## config.mk

```make
export PLATFORM = sky130hd
export DESIGN_NAME = muldiv_seq
export DESIGN_NICKNAME = d
export VERILOG_FILES = /design/src/rtl/muldiv_seq.sv
export SDC_FILE = /design/constraint.sdc
export NUM_CORES = 1
export LEC_CHECK = 0
export BUFFER_PORTS_ARGS = -buffer_cell sky130_fd_sc_hd__buf_2
export CAP_MARGIN = 20
export CORE_MARGIN = 2
export CORE_UTILIZATION = 60
export CTS_BUF_LIST = sky130_fd_sc_hd__clkbuf_8
export DETAILED_ROUTE_END_ITERATION = 16
export PLACE_DENSITY = 0.89
export SYNTH_ARGS = -nofsm -noshare
export SYNTH_HDL_FRONTEND = slang
export SYNTH_SLANG_ARGS = --single-unit
```

## constraint.sdc

```tcl
create_clock -name clk -period 9.1 [get_ports clk]
set_input_delay 1.82 -clock clk [delete_from_list [all_inputs] [get_ports clk]]
set_output_delay 1.82 -clock clk [all_outputs]
set_load 0.005 [all_outputs]
```

## src/rtl/muldiv_seq.sv

```systemverilog
// Sequential radix-2 multiply/divide unit with architectural HI/LO registers.
// One step per cycle: 32 RUN cycles, then a single DONE cycle that presents and commits the result.
module muldiv_seq (
    input  logic        clk,
    input  logic        rst,
    input  logic        start,
    input  logic [1:0]  op,
    input  logic [31:0] a,
    input  logic [31:0] b,
    input  logic        flush,
    input  logic        we_hi,
    input  logic        we_lo,
    input  logic [31:0] wdata,
    output logic        stall,
    output logic        res_valid,
    output logic [63:0] res,
    output logic [31:0] hi,
    output logic [31:0] lo
);

    typedef enum logic [1:0] {IDLE, RUN, DONE} state_t;

    state_t      state_q, state_d;
    logic [4:0]  cnt_q, cnt_d;
    logic [1:0]  op_q, op_d;
    logic [31:0] a_mag_q, a_mag_d;
    logic [31:0] b_mag_q, b_mag_d;
    logic        sa_q, sa_d, sb_q, sb_d;
    logic        dz_q, dz_d;
    logic [31:0] rem_q, rem_d;
    logic [63:0] acc_q, acc_d;
    logic [31:0] hi_q, hi_d, lo_q, lo_d;

    logic        in_signed;
    logic [31:0] in_a_mag, in_b_mag;
    logic [32:0] rem_shift;
    logic        rem_ge;
    logic [31:0] rem_sub;
    logic [32:0] mul_sum;
    logic        neg;
    logic [31:0] quo_fix, rem_fix;
    logic [63:0] result;

    // Operand magnitudes; -0x80000000 wraps to 0x80000000, which is 2^31 read unsigned.
    assign in_signed = ~op[0];
    assign in_a_mag  = (in_signed && a[31]) ? -a : a;
    assign in_b_mag  = (in_signed && b[31]) ? -b : b;

    // Divide step: acc_q[31:0] shifts the dividend out while the quotient bits shift in.
    assign rem_shift = {rem_q, acc_q[31]};
    assign rem_ge    = rem_shift >= {1'b0, b_mag_q};
    assign rem_sub   = rem_shift[31:0] - b_mag_q;

    // Multiply step: multiplier sits in acc_q[31:0] and is consumed LSB first.
    assign mul_sum   = {1'b0, acc_q[63:32]} + (acc_q[0] ? {1'b0, a_mag_q} : 33'd0);

    assign neg     = sa_q ^ sb_q;
    assign quo_fix = neg  ? -acc_q[31:0] : acc_q[31:0];
    assign rem_fix = sa_q ? -rem_q       : rem_q;

    always_comb begin
        if (dz_q)
            result = acc_q;
        else if (op_q[1])
            result = {rem_fix, quo_fix};
        else
            result = neg ? -acc_q : acc_q;
    end

    always_comb begin
        // NOTE: every next-state value gets a hold default first so no path infers a latch.
        state_d = state_q;
        cnt_d   = cnt_q;
        op_d    = op_q;
        a_mag_d = a_mag_q;
        b_mag_d = b_mag_q;
        sa_d    = sa_q;
        sb_d    = sb_q;
        dz_d    = dz_q;
        rem_d   = rem_q;
        acc_d   = acc_q;
        hi_d    = hi_q;
        lo_d    = lo_q;

        if (state_q != DONE) begin
            if (we_hi) hi_d = wdata;
            if (we_lo) lo_d = wdata;
        end

        case (state_q)
            IDLE: begin
                if (start && !flush) begin
                    op_d    = op;
                    a_mag_d = in_a_mag;
                    b_mag_d = in_b_mag;
                    sa_d    = in_signed & a[31];
                    sb_d    = in_signed & b[31];
                    cnt_d   = 5'd0;
                    rem_d   = 32'd0;
                    if (op[1] && (b == 32'd0)) begin
                        dz_d    = 1'b1;
                        acc_d   = {a, 32'hFFFF_FFFF};
                        state_d = DONE;
                    end else begin
                        dz_d    = 1'b0;
                        acc_d   = {32'd0, op[1] ? in_a_mag : in_b_mag};
                        state_d = RUN;
                    end
                end
            end
            RUN: begin
                if (flush) begin
                    state_d = IDLE;
                end else begin
                    if (op_q[1]) begin
                        rem_d = rem_ge ? rem_sub : rem_shift[31:0];
                        acc_d = {32'd0, acc_q[30:0], rem_ge};
                    end else begin
                        acc_d = {mul_sum, acc_q[31:1]};
                    end
                    cnt_d = cnt_q + 5'd1;
                    if (cnt_q == 5'd31) state_d = DONE;
                end
            end
            DONE: begin
                state_d = IDLE;
                if (!flush) begin
                    hi_d = result[63:32];
                    lo_d = result[31:0];
                end
            end
            default: state_d = IDLE;
        endcase
    end

    always_ff @(posedge clk or posedge rst) begin
        if (rst) begin
            state_q <= IDLE;
            cnt_q   <= 5'd0;
            op_q    <= 2'd0;
            a_mag_q <= 32'd0;
            b_mag_q <= 32'd0;
            sa_q    <= 1'b0;
            sb_q    <= 1'b0;
            dz_q    <= 1'b0;
            rem_q   <= 32'd0;
            acc_q   <= 64'd0;
            hi_q    <= 32'd0;
            lo_q    <= 32'd0;
        end else begin
            state_q <= state_d;
            cnt_q   <= cnt_d;
            op_q    <= op_d;
            a_mag_q <= a_mag_d;
            b_mag_q <= b_mag_d;
            sa_q    <= sa_d;
            sb_q    <= sb_d;
            dz_q    <= dz_d;
            rem_q   <= rem_d;
            acc_q   <= acc_d;
            hi_q    <= hi_d;
            lo_q    <= lo_d;
        end
    end

    // stall is gated by rst so a held start cannot raise it during reset.
    assign stall     = !rst && (((state_q == IDLE) && start && !flush) || (state_q == RUN));
    assign res_valid = (state_q == DONE);
    assign res       = (state_q == DONE) ? result : 64'd0;
    assign hi        = hi_q;
    assign lo        = lo_q;

endmodule

```

======== Word level (Yosys, flattened, before mapping) ========
Cells that the tools add are included.
word-level totals
  bits of input ports ..................... 104
  bits in registers ....................... 236
  word-level logic and storage cells ...... 87
  output and inout bits ................... 130
operators by class
  bitwise logic cells ..................... 4
  reduce and logical (&&, ||, !) cells .... 17
  muxes and demuxes ....................... 37
  eq/ne operators ......................... 8
  $add $sub $neg .......................... 8
  order comparisons ....................... 1
operator list
  cell                                            count
  2-to-1 mux 32 bit                               18
  2-to-1 mux 64 bit                               8
  negation 32 bit                                 4
  one-hot mux 64 bit (2 select lines)             1
  negation 64 bit                                 1
  one-hot mux 32 bit (2 select lines)             1
  adder 32 x 32 -> 33 bit                         1
  >= comparator 33 x 32 -> 1 bit                  1
  logical NOT 32 bit                              1
  subtractor 32 bit                               1
  2-to-1 mux 5 bit                                2
  one-hot mux 5 bit (2 select lines)              1
  2-to-1 mux 2 bit                                4
  != test 2 bit (second input constant)           4
  logical AND 1 bit                               7
  adder 5 x 1 -> 5 bit (second input constant)    1
  == test 5 bit (second input constant)           1
  one-hot mux 2 bit (2 select lines)              1
  AND reduction 2 bit                             2
  AND reduction 4 bit                             1
  != test 3 bit (second input constant)           1
  AND reduction 3 bit                             1
  AND 1 bit                                       2
  == test 2 x 1 -> 1 bit (second input constant)  1
  8 further kinds                                 9

======== Depth between registers and ports, before layout ========
  depth after elaboration ................. 7
  mapped depth ............................ 14

======== Worst setup path before layout ========
Ideal clock, no wire load.
  kind .................................... input -> output
  start point ............................. input port flush
  end point ............................... output port stall
  arrival time ............................ 3309 ps
  cell stages on the path ................. 6
  path buffers ............................ 4
  path slack .............................. 3971 ps
  data required time ...................... 7280 ps
  path through ............................ clkbuf_1 -> or4b_2 -> clkbuf_1 -> clkbuf_1 -> clkbuf_1 -> a21oi_1
on the way
  longest elaborated chain between the ends .. 4
RTL lines
  what               RTL line  RTL
  start, declared    10        input logic flush,
  logical NOT 1 bit  167       assign stall = !rst && (((state_q == IDLE) && start && !flush) || (state_q == RUN));
  logical AND 1 bit  167
  logical OR 1 bit   167
  logical AND 1 bit  167
  end, declared      14        output logic stall,
No other way between the ends.

======== Final worst setup path ========
  start point ............................. register acc_q[6]
  end point ............................... output port res[51]
on the way
  longest elaborated chain between the ends .. 5
RTL lines
  what                    RTL line  RTL
  start, declared         31        logic [63:0] acc_q, acc_d;
  start signal, assigned  147       acc_q <= 64'd0;
  start signal, assigned  160       acc_q <= acc_d;
  negation 64 bit         67        result = neg ? -acc_q : acc_q;
  2-to-1 mux 64 bit       67
  2-to-1 mux 64 bit       64        else if (op_q[1])
  2-to-1 mux 64 bit       62        if (dz_q)
  2-to-1 mux 64 bit       169       assign res = (state_q == DONE) ? result : 64'd0;
  end, declared           16        output logic [63:0] res,
No other way between the ends.

==> results.cfg <==
[outcome]
status = finished, final reports clean

[worst_setup_path]
path_cells = nor4_1 > nand4_1 > nor3_4 > nand3_1 > o311a_1 > a2111oi_0 > buf_2
max_stage_delay_ns = 0.62
cpLargestDelayFamily = simple AND/OR/NAND/NOR gates
critical_path_class = register to primary output
cp.arrival_ns = 4.05
crit_start = acc_q[6]$_DFFE_PP0P_
end_kind = primary output
slowest_stage = nor4_1
r2r_start = acc_q[0]$_DFFE_PP0P_
critPathLaunchType = register
crit_fanout = 13
crit_required_ns = 7.28
critical_path_buf_inv_count = 1

[power]
max-vdd-ir-drop_mv = 0.1028
power.density_mw_per_mm2 = 208.0
p_leak_nw = 9.590

[timing]
rsz0062_at_grt = no
fin_crit_sh_pct = 64.56
worst_slew_pin_slew_ns = 1.158
fmaxAchievable_mhz = 170.2
maxSlewViolCount = 0
finalHoldWorstSlack_ns = 0.4756
skew_ns = 0.02355
fin_tns_setup_ns = 0
hold_viol = 0
finalCriticalPeriod_ns = 5.875
relSlewSlack_pct = 22.62
setup_viol = 0

[grt]
grt_pass1_vias = 19019
use_met2_pct = 62.08
busiest_layer = met2
grt-ovfl-total = 0
gr-usage-met1_pct = 55.42
antenna_found_initial = 3
grt_max_degree = 117
use_met3_pct = 12.09
grt_usage_pct = 42.90
grt_pass1_wl_um = 110700

[logic_synthesis]
ys_ff_latch = 235
syn_nets = 2611
yosysWarnings = 0
seq_area_frac_synth_pct = 30.94
avgSynthCellArea_um2 = 7.807
synthCells = 2435
syn_area_mm2 = 0.01901
synth_cell_types = 78
synth_edf_count = 0
async_reset_ff_share_pct = 100.0
ys.flop_type = dfrtp_1

[floorplan]
die_area_mm2 = 0.03312
dieHeight_um = 182.0
rows = 65
initial_core_util_pct = 60.55
core_area_mm2 = 0.03139
ios = 234
die-width_um = 182.0

[detailed_routing]
drtPass1Iterations = 7
routed_wl_um = 72820
route.detailed.drc = 0
ant_nets = 0
post_drt_wl_per_cell_um = 24.22
via_per_inst = 6.901
vias = 20743
drtIter0Drc = 2792

[clocking]
cts_buffers = 43
h-tree-depth = 2
insertion_delay_ns = 0.59
cts_resized = 0
cts_buffer_depth = 3
hold_buffers = 0
cts_tree = yes
cts_setup_buffers = 0
clk_pin_slew_ns = 0.06
clock_sinks = 235
cts-root-buf = clkbuf_8

[cells_and_area]
final_nets = 2746
drive_gt1_share_pct = 14.03
area_delta_synth_final_pct = 12.03

[placed_design]
portBuffers = 233
hpwl_um = 54130
gp_congestion = 1.025

[job]
cap_violations = 0

[hold_path]
min_from = a_mag_q[5]$_DFFE_PP0P_
min_path_type = register to register
[cell type report]
type                       instances  area, um^2
multi-input combinational       1956       12250
fill                            2629       10100
sequential                       235        5882
timing repair buffer             257        1406
clock buffer                      55       757.0
tap                              402       503.0
inverter                          77       296.5
clock inverter                    22       198.9
antenna                            2       5.005
[cell usage in the layout, fill, tap and decap left out, drive strengths merged, types with 54 or more instances in the layout]
master,synthesis,final
xnor2,89,89
nand3,90,90
ha,70,70
mux2i,64,64
clkbuf,149,55
a21oi,195,195
nor3,54,54
o21ai,198,198
buf,18,257
xor2,68,68
inv,77,88
a211oi,75,75
nand2,256,256
and3,75,75
dfrtp,235,235
nor2,230,230
[power by group]
| part | internal [mW] | switching, mW |
|---|---|---|
| combinational | 0.622 | 1.18 |
| sequential | 1.21 | 0.274 |
| clock | 0.656 | 0.487 |
[registers in the layout (all words and copies together), names as in the netlist]
signal	count
lo	32
hi	32
a_mag_q	32
rem_q	32
op_q	1
dz_q	1
cnt_q	5
acc_q	64
b_mag_q	32
state_q	2
sb_q	1
sa_q	1
[through the flow]
step	area (um^2)	power [mW]	setup slack, ns	cells	util, %
floorplan	19010	2.567	0.8337	2435	-
global placement	20250	3.151	3.914	2924	64.52
detailed placement	20250	3.192	3.767	2924	64.52
CTS	21210	4.329	3.280	3001	67.56
global route	21290	4.612	3.060	3004	67.82
finish	21300	4.430	3.225	3006	67.84
[cells by family (layout without fill, tap and decap cells)]
kind of cell / count (synthesis) / after routing / synth area share (%)
XOR/XNOR: 157 / 157 / 7.234
adder cells (fa/ha/maj): 72 / 72 / 4.818
multiplexers: 67 / 67 / 3.548
AO/OA/AOI/OAI: 770 / 770 / 26.06
AND/OR/NAND/NOR: 890 / 890 / 22.52
buffers and inverters: 244 / 411 / 4.877
flip-flops: 235 / 235 / 30.94
other: 0 / 2 / 0
[final timing paths]
kind / slack [ns] / endpoint / cells after the start
min reg2reg: 0.48 / a_mag_q[5]$_DFFE_PP0P_ / 2
max in group asynchronous: 6.25 / a_mag_q[22]$_DFFE_PP0P_ / 3
max reg2reg: 4.86 / acc_q[61]$_DFFE_PP0P_ / 13
min: 0.48 / a_mag_q[5]$_DFFE_PP0P_ / 2
min in group asynchronous: 1.37 / acc_q[38]$_DFFE_PP0P_ / 2
max: 3.23 / res[51] / 7
[layer usage]
metal,vias to the layer above,part of all wire (%)
met5,-,0.018
met3,274,13
met1,9723,37
met4,2,7.8
li1,9179,-
met2,1565,42
[worst reg2reg max path, stage by stage, from the launching register on]
cell and delay [ns]:
dfrtp_1 0.37, buf_4 0.28, and2_1 0.21, ha_1 0.23
inv_1 0.09, fa_1 0.19, nor2b_1 0.09, o31ai_1 0.55
a21oi_1 0.29, o31ai_1 0.79, nand4_1 0.28, nand3_1 0.29
mux2_2 0.37, o21ai_0 0.14
[synthesized netlist by cell type (6+ instances only)]
library cell	count	area, um^2
nor2_1	229	859.6
o21a_1	19	142.6
a41oi_1	7	61.31
a21boi_0	6	45.04
and2_1	36	225.2
o22ai_1	11	68.82
clkbuf_1	149	559.3
nor2b_1	15	93.84
and3_1	74	462.9
nor4_1	24	150.1
o311ai_0	12	105.1
a21o_1	23	172.7
a2bb2oi_1	8	70.07
a31oi_1	29	181.4
o21ai_0	187	935.9
a221oi_1	10	87.58
inv_1	77	289.0
or2_2	7	43.79
a21oi_1	195	975.9
xnor2_1	89	779.5
ha_1	70	875.8
xor2_1	68	595.6
a22oi_1	22	165.2
dfrtp_1	235	5881
nor3_1	53	265.3
nand3b_1	8	60.06
a32oi_1	7	61.31
a211oi_1	75	563.0
o221a_2	10	112.6
nand2_1	256	960.9
o221ai_1	8	70.07
nand4_1	18	112.6
buf_1	9	33.78
o31ai_1	49	367.9
or4_1	18	135.1
o41ai_1	10	87.58
o21ai_1	11	55.05
nand2b_1	16	100.1
mux2i_1	64	640.6
buf_2	9	45.04
o211ai_1	21	157.7
or3_1	25	156.4
nand3_1	90	450.4
No activity file was read; power rests on OpenSTA's default activity.
